===== src/rtl/disk_block_ctrl_pkg.sv =====
// Shared definitions for the disk block controller.
// Holds the transfer FSM state encoding, the default block geometry,
// the bit positions of the CPU instruction word, and the storage
// word-address helper used by the controller.
package disk_block_ctrl_pkg;

    localparam int BLOCK_WORDS_DEF = 128;
    localparam int IDX_W_DEF       = 7;

    // CPU instruction word layout
    localparam int WE_BIT  = 31;  // 1 = write
    localparam int SEL_BIT = 30;  // 1 = disk, 0 = block buffer
    localparam int BLK_MSB = 29;  // [BLK_MSB:0] = block offset

    typedef enum logic [2:0] {
        IDLE     = 3'd0,
        RD_REQ   = 3'd1,
        WR_FETCH = 3'd2,
        WR_REQ   = 3'd3,
        DONE     = 3'd4
    } state_t;

    // Storage word address of word idx inside block blk. The shift is
    // done at 32 bits so high block numbers wrap modulo 2^32.
    function automatic logic [31:0] st_word_addr(input logic [BLK_MSB:0] blk,
                                                 input logic [31:0]      idx,
                                                 input int unsigned      idx_w);
        return ({2'b00, blk} << idx_w) + idx;
    endfunction

endpackage


===== src/rtl/disk_block_ctrl_if.sv =====
// Backing-storage bus between the block controller (master) and the
// storage device (slave).
//   st_req   : request, held until st_ack
//   st_we    : 1 = write, 0 = read
//   st_addr  : storage word address
//   st_wdata : write data
//   st_rdata : read data, valid with st_ack
//   st_ack   : one-cycle completion per request
interface disk_block_ctrl_if;
    logic        st_req;
    logic        st_we;
    logic [31:0] st_addr;
    logic [31:0] st_wdata;
    logic [31:0] st_rdata;
    logic        st_ack;

    modport master (
        output st_req, st_we, st_addr, st_wdata,
        input  st_rdata, st_ack
    );

    modport slave (
        input  st_req, st_we, st_addr, st_wdata,
        output st_rdata, st_ack
    );
endinterface


===== src/rtl/disk_block_buf.sv =====
// Block buffer: BLOCK_WORDS x 32 RAM, one synchronous write port and one
// synchronous read port (read data registered, read-before-write on a
// same-address collision).
//   clk, rst : clock, synchronous reset (clears only the read register)
//   we, waddr, wdata : write port
//   raddr, rdata     : read port, rdata valid one cycle after raddr
module disk_block_buf
    import disk_block_ctrl_pkg::*;
#(
    parameter int BLOCK_WORDS = BLOCK_WORDS_DEF,
    parameter int IDX_W       = IDX_W_DEF
) (
    input  logic             clk,
    input  logic             rst,
    input  logic             we,
    input  logic [IDX_W-1:0] waddr,
    input  logic [31:0]      wdata,
    input  logic [IDX_W-1:0] raddr,
    output logic [31:0]      rdata
);

    logic [31:0] mem [BLOCK_WORDS];

    // Array is never reset so buffer contents survive rst.
    always_ff @(posedge clk) begin
        if (we) begin
            mem[waddr] <= wdata;
        end
    end

    always_ff @(posedge clk) begin
        if (rst) begin
            rdata <= '0;
        end else begin
            rdata <= mem[raddr];
        end
    end

endmodule


===== src/rtl/disk_block_ctrl.sv =====
// Disk block controller: CPU-visible block buffer plus an FSM that moves
// whole blocks between the buffer and backing storage.
//   clk, rst           : clock, synchronous active-high reset
//   stb, instruction   : CPU strobe and instruction word (we/sel/block)
//   write_pause        : pulse, start buffer -> storage block write
//   read_pause         : pulse, start storage -> buffer block read
//   disk_addr          : CPU byte address into the buffer
//   disk_data_out      : CPU write data
//   disk_data_in       : CPU read data, one cycle after disk_addr (idle)
//   disk_operate_done  : one-cycle pulse at end of a block transfer
//   busy               : high whenever the FSM is not idle
//   st                 : backing-storage bus (master side)
//
// state    | meaning
// ---------+---------------------------------------------------------
// IDLE     | CPU owns the buffer; waiting for read_pause/write_pause
// RD_REQ   | storage read of word idx outstanding; ack fills buffer
// WR_FETCH | buffer word idx being read out for the storage write
// WR_REQ   | storage write of word idx outstanding, data held stable
// DONE     | transfer complete, done pulse high for this cycle
module disk_block_ctrl
    import disk_block_ctrl_pkg::*;
#(
    parameter int BLOCK_WORDS = BLOCK_WORDS_DEF,
    parameter int IDX_W       = IDX_W_DEF
) (
    input  logic                clk,
    input  logic                rst,
    input  logic                stb,
    input  logic [31:0]         instruction,
    input  logic                write_pause,
    input  logic                read_pause,
    input  logic [IDX_W+1:0]    disk_addr,
    input  logic [31:0]         disk_data_out,
    output logic [31:0]         disk_data_in,
    output logic                disk_operate_done,
    output logic                busy,
    disk_block_ctrl_if.master   st
);

    state_t           state;
    logic [IDX_W-1:0] idx;
    logic [BLK_MSB:0] blk;
    logic             last_word;
    logic [31:0]      next_addr;

    logic             cpu_we;
    logic             fill_we;
    logic             buf_we;
    logic [IDX_W-1:0] buf_waddr;
    logic [31:0]      buf_wdata;
    logic [IDX_W-1:0] buf_raddr;
    logic [31:0]      buf_rdata;
    logic             addr_lsb_unused;

    assign addr_lsb_unused = &{1'b0, disk_addr[1:0]};

    assign last_word = (idx == IDX_W'(BLOCK_WORDS - 1));
    assign next_addr = st_word_addr(blk, 32'(idx) + 32'd1, IDX_W);

    // While busy the FSM owns both buffer ports; the CPU is locked out.
    assign cpu_we    = stb & instruction[WE_BIT] & ~instruction[SEL_BIT] & ~busy;
    assign fill_we   = (state == RD_REQ) & st.st_req & st.st_ack;
    assign buf_we    = cpu_we | fill_we;
    assign buf_waddr = busy ? idx : disk_addr[IDX_W+1:2];
    assign buf_wdata = busy ? st.st_rdata : disk_data_out;
    assign buf_raddr = busy ? idx : disk_addr[IDX_W+1:2];

    disk_block_buf #(
        .BLOCK_WORDS (BLOCK_WORDS),
        .IDX_W       (IDX_W)
    ) u_buf (
        .clk   (clk),
        .rst   (rst),
        .we    (buf_we),
        .waddr (buf_waddr),
        .wdata (buf_wdata),
        .raddr (buf_raddr),
        .rdata (buf_rdata)
    );

    // The buffer read register doubles as the write-data register: during
    // WR_REQ the read address stays at idx and nothing writes the buffer,
    // so the fetched word is held stable until st_ack.
    assign disk_data_in = buf_rdata;
    assign st.st_wdata  = buf_rdata;

    always_ff @(posedge clk) begin
        if (rst) begin
            state             <= IDLE;
            idx               <= '0;
            blk               <= '0;
            busy              <= 1'b0;
            disk_operate_done <= 1'b0;
            st.st_req         <= 1'b0;
            st.st_we          <= 1'b0;
            st.st_addr        <= '0;
        end else begin
            disk_operate_done <= 1'b0;
            case (state)
                IDLE: begin
                    if (write_pause) begin
                        blk        <= instruction[BLK_MSB:0];
                        idx        <= '0;
                        st.st_addr <= st_word_addr(instruction[BLK_MSB:0], 32'd0, IDX_W);
                        busy       <= 1'b1;
                        state      <= WR_FETCH;
                    end else if (read_pause) begin
                        blk        <= instruction[BLK_MSB:0];
                        idx        <= '0;
                        st.st_addr <= st_word_addr(instruction[BLK_MSB:0], 32'd0, IDX_W);
                        st.st_req  <= 1'b1;
                        st.st_we   <= 1'b0;
                        busy       <= 1'b1;
                        state      <= RD_REQ;
                    end
                end

                RD_REQ: begin
                    if (st.st_req && st.st_ack) begin
                        // Request drops for one cycle after every ack.
                        st.st_req <= 1'b0;
                        idx       <= idx + 1'b1;
                        if (last_word) begin
                            disk_operate_done <= 1'b1;
                            state             <= DONE;
                        end else begin
                            st.st_addr <= next_addr;
                        end
                    end else begin
                        st.st_req <= 1'b1;
                    end
                end

                WR_FETCH: begin
                    st.st_req <= 1'b1;
                    st.st_we  <= 1'b1;
                    state     <= WR_REQ;
                end

                WR_REQ: begin
                    if (st.st_req && st.st_ack) begin
                        st.st_req <= 1'b0;
                        st.st_we  <= 1'b0;
                        idx       <= idx + 1'b1;
                        if (last_word) begin
                            disk_operate_done <= 1'b1;
                            state             <= DONE;
                        end else begin
                            st.st_addr <= next_addr;
                            state      <= WR_FETCH;
                        end
                    end
                end

                DONE: begin
                    busy  <= 1'b0;
                    state <= IDLE;
                end

                default: begin
                    busy  <= 1'b0;
                    state <= IDLE;
                end
            endcase
        end
    end

endmodule


===== src/flat_wrapper.sv =====
// flat-port wrapper written by rule: the top's interface ports become plain ports
module disk_block_ctrl_flat import disk_block_ctrl_pkg::*;
#(
    parameter int BLOCK_WORDS = BLOCK_WORDS_DEF,
    parameter int IDX_W       = IDX_W_DEF
)
  (clk, rst, stb, instruction, write_pause, read_pause, disk_addr, disk_data_out, disk_data_in, disk_operate_done, busy, st_st_req, st_st_we, st_st_addr, st_st_wdata, st_st_rdata, st_st_ack);
  disk_block_ctrl_if st_i ();
  input  logic clk;
  input  logic rst;
  input  logic stb;
  input  logic [31:0] instruction;
  input  logic write_pause;
  input  logic read_pause;
  input  logic [IDX_W+1:0] disk_addr;
  input  logic [31:0] disk_data_out;
  output logic [31:0] disk_data_in;
  output logic disk_operate_done;
  output logic busy;
  output wire logic [$bits(st_i.st_req)-1:0] st_st_req;
  output wire logic [$bits(st_i.st_we)-1:0] st_st_we;
  output wire logic [$bits(st_i.st_addr)-1:0] st_st_addr;
  output wire logic [$bits(st_i.st_wdata)-1:0] st_st_wdata;
  input wire logic [$bits(st_i.st_rdata)-1:0] st_st_rdata;
  input wire logic [$bits(st_i.st_ack)-1:0] st_st_ack;
  assign st_st_req = st_i.st_req;
  assign st_st_we = st_i.st_we;
  assign st_st_addr = st_i.st_addr;
  assign st_st_wdata = st_i.st_wdata;
  assign st_i.st_rdata = st_st_rdata;
  assign st_i.st_ack = st_st_ack;
  disk_block_ctrl #(.BLOCK_WORDS(BLOCK_WORDS), .IDX_W(IDX_W)) u_core (.clk(clk), .rst(rst), .stb(stb), .instruction(instruction), .write_pause(write_pause), .read_pause(read_pause), .disk_addr(disk_addr), .disk_data_out(disk_data_out), .disk_data_in(disk_data_in), .disk_operate_done(disk_operate_done), .busy(busy), .st(st_i));
endmodule

===== config.mk =====
export PLATFORM = sky130hd
export DESIGN_NAME = disk_block_ctrl_flat
export DESIGN_NICKNAME = d
export VERILOG_FILES = /design/src/rtl/disk_block_ctrl_pkg.sv /design/src/rtl/disk_block_ctrl_if.sv /design/src/rtl/disk_block_buf.sv /design/src/rtl/disk_block_ctrl.sv /design/src/flat_wrapper.sv
export SDC_FILE = /design/constraint.sdc
export NUM_CORES = 2
export LEC_CHECK = 0
export CAP_MARGIN = 20
export CORE_UTILIZATION = 56
export DETAILED_ROUTE_END_ITERATION = 16
export GPL_TIMING_DRIVEN = 0
export MAX_ROUTING_LAYER = met4
export PLACE_DENSITY_LB_ADDON = 0.25
export SLEW_MARGIN = 40
export SYNTH_ARGS = -nofsm -noshare
export SYNTH_HDL_FRONTEND = slang
export SYNTH_SLANG_ARGS = --single-unit

===== constraint.sdc =====
create_clock -name clk -period 4.4 [get_ports clk]
set_input_delay 0.88 -clock clk [delete_from_list [all_inputs] [get_ports clk]]
set_output_delay 0.88 -clock clk [all_outputs]
set_load 0.05 [all_outputs]

==> summary.md <==
| Metric | Value |
|---|---|
| Status | finished with violations |
| Failing checks | negative setup slack |
| Period minus WS final | ~4.7 ns |
| Synthesized instance count | approximately 10000 |
| Total wire length | roughly 500000 um |
| H-tree depth | 5 |
| Area Overhead vs Synth | 18.1% |
| Share of the synthesized area in the top cell type | 0.755 |
| Crit path max fanout | 11 |
| Largest area contributor in the netlist | edfxtp_1 |
| Critical Path Slowest Stage Cell | clkdlybuf4s50_1 |
| CTS tree | done |
| NumNets Final | 11100 |
| WL per Instance | approximately 33 um |
| Remaining antenna violation count | 0 |
| Max Slew Vio Count | 0 |
| Top post-synthesis cells by count | edfxtp_1 (4096), mux2i_1 (1563), nand2_1 (1068), o22ai_1 (772), a21oi_1 (552) |
| Crit path required time | 5.14 ns |
| Via count | 98500 |
| Cell Rows | slightly below 200 |
| Placed cell count | between 10000 and 15000 |
| Final Hold Vio Count | 0 |
| Worst-Margin Slew | between 0.8 and 0.9 ns |
| DRC violations left | 0 |
| GPL Wtd Cong | 1.03 |
| Layout cells sized above 1 | 0.147 |
| Crit path arrival time | ~5.4 ns |
| Dpl ws | -2.29 ns |
| Vias per inst | between 6 and 7 |
| CP Class | primary input to flop |
| Core Util, Final | 0.667 |
| Ys flop type | edfxtp_1 |
| Logic pwr share | 0.108 |
| Slew HR | 0.395 |
| Die width | about 540 um |
| Largest net degree at the start of global routing | 85 |
| Max Clock Freq | between 0.2 and 0.25 GHz |
| Maximum VDD drop | 0.000452 V |
| Via count of the first global-routing pass | 94400 |
| Internal power | roughly 0.067 W |
| Initial Util | 0.564 |
| Root Driver | clkbuf_16 |
| Setup violations, final | between 100 and 150 |
| EDFF count, synth | between 4000 and 5000 |
| Yosys cell types | 59 |
| Clk_skew | ~0.067 ns |
| Highest metal used | met4 |
| Count leader, synth | edfxtp_1 |
| Area contributors post-synth | edfxtp_1 (76%), mux2i_1 (9.6%), o22ai_1 (3.0%) |
| Avg Cell Area, Syn | between 15 and 20 um2 |
| Finished Layout Cells | between 15000 and 20000 |
| Routed met2 length | approximately 230000 um |
| 1st-pass router iterations | 6 |
| CP cell instances | clkdlybuf4s50_1, mux2_4, buf_6, buf_6, buf_6, buf_2, mux2i_1, o22ai_1, o21ai_0, a41o_1, a41oi_2 |
| M1 WL | approximately 180000 um |
| Final period utilization | 1.06 |
| Buf/Inv on CP | 5 |
| CTS Sinks | around 4200 |
| Total core area | 0.289 mm2 |
| Hold Worst Slack | roughly 0.46 ns |
| Maxcap violations | 0 |
| TritonCTS Buffers | slightly above 400 |
| First-pass GRT wire length | 695000 um |
| Mapped Nets | 10000 |
| Leak | between 60 and 70 nW |
| Most Frequent Cell on Critical Path | buf_6 |
| Power share of the clock group | 0.390 |
| Hold Buf Count CTS | 0 |
| Die Span Y | about 540 um |
| PD cells | 463 mW/mm2 |
| Hpwl dp | ~350000 um |
| GRT Util Overall | 0.348 |
| I/O Pins | 211 |
| CP delay by family, top | buffers and inverters |
| Setup TNS Final | -4.36 ns |
| FF+latch count, synth | 4199 |
| Post-Syn Area | about 0.16 mm2 |
| Initial antenna violation count | 50 |
| Slowest stage delay, CP | 0.77 ns |
| Seq/Total Area, Yosys | 0.768 |
| Area of the die | around 0.3 mm2 |
| Ys async rst share | 0 |
| Psw | 0.0221 W |
| Startpoint types | primary input |
| DR iter-0 viols | between 15000 and 20000 |
| Sw Share | 0.248 |
| Metal3 WL | 62100 um |
| Synth warnings | 0 |
| CTS Buffer Depth | 4 |
| Worst-path clk slew | around 0.060 ns |
| Worst-Skew Late Latency | around 0.99 ns |
| Final worst slack | -0.254 ns |
| Flop pwr share | 0.502 |
| Gr ovfl total | 0 |
| I/O Buffers | about 200 |
| Worst setup EP type | flop |
| HP Class | flop to flop |
## logic make-up after synthesis
group,Yosys count,synth area share
flip-flops,4199,0.768
XOR/XNOR,22,0.00118
adder cells (fa/ha/maj),1,0.0000768
buffers and inverters,682,0.0194
AND/OR/NAND/NOR,1364,0.0327
multiplexers,1596,0.0984
AO/OA/AOI/OAI,2054,0.0804
## metal layers
metal / global-route usage / up-vias
met2: 0.519 / 6975
met5: - / -
met4: 0.210 / 0
met3: 0.0788 / 1344
met1: 0.437 / 49100
li1: - / 41100
## power groups by stage
stage,clock (W),sequential [W],combinational [W]
floorplan,0,0.0459,0.00453
global placement,0,0.0458,0.00847
detailed placement,0,0.0456,0.00925
CTS,0.0348,0.0448,0.00937
global route,0.0363,0.0447,0.00979
finish,0.0347,0.0448,0.00963
## stage by stage
stage	cell area, um2	power (W)
after floorplan	163000	0.0504
after global placement	170000	0.0543
after detailed placement	178000	0.0548
after CTS	192000	0.0889
after global routing	192000	0.0909
final	192000	0.0891
## worst reg2reg max path, stage by stage, from the launching register on
cell and delay (ns):
dfxtp_2 0.57, buf_6 0.20, buf_6 0.19, nor2_1 0.10, a22oi_1 0.26, buf_4 0.40
clkbuf_2 0.56, buf_2 0.49, o22ai_1 0.13, o21ai_1 0.51, a41o_1 0.48, a41oi_1 0.47
## final cells by class
cell class / count / area, um2
Fill cell: 18800 / 96200
Antenna cell: 35 / 87.6
Sequential cell: 4199 / 125000
Timing Repair Buffer: 631 / 8690
Buffer: 669 / 3300
Clock buffer: 495 / 10700
Clock inverter: 255 / 2530
Tap cell: 3880 / 4850
Multi-Input combinational cell: 5037 / 37100
Inverter: 11 / 41.3
## worst paths after layout
check | from | endpoint | slack, ns | cells after the start
min reg2reg | u_core.st.st_addr[17] | u_core.st.st_addr[17] | 0.46 | 2
max reg2reg | u_core.busy | u_core.u_buf.rdata[21] | -0.22 | 11
min | u_core.st.st_addr[17] | u_core.st.st_addr[17] | 0.46 | 2
max | disk_addr[2] | u_core.u_buf.rdata[20] | -0.25 | 11
## sequential cells by signal, summed over array words and instances, names as in the netlist, 3 cells and up
register / flops
u_core.u_buf.mem: 4096
u_core.st.st_addr: 32
u_core.u_buf.rdata: 32
u_core.blk: 25
u_core.idx: 7
u_core.state: 3
## timing repair
item                                    4_1_cts  5_1_grt
resized for setup                           143       26
setup buffers                                42       31
endpoints found under the setup margin     3519      250
pin swaps                                    23        7
## cells in the final DEF, fill, tap and decap left out, types with 82 or more instances in the layout
cell type	instances
clkinv_2	82
o22ai_1	772
nand2_1	1062
edfxtp_1	4096
o31a_1	256
clkinv_1	93
buf_8	94
clkbuf_1	345
nor2_4	112
buf_2	234
clkbuf_16	415
a21oi_1	552
nor2_1	87
buf_16	120
mux2i_1	1563
o21ai_0	212
buf_4	189
clkdlybuf4s50_1	201
dfxtp_1	100
(Power assumes the default switching activity.)
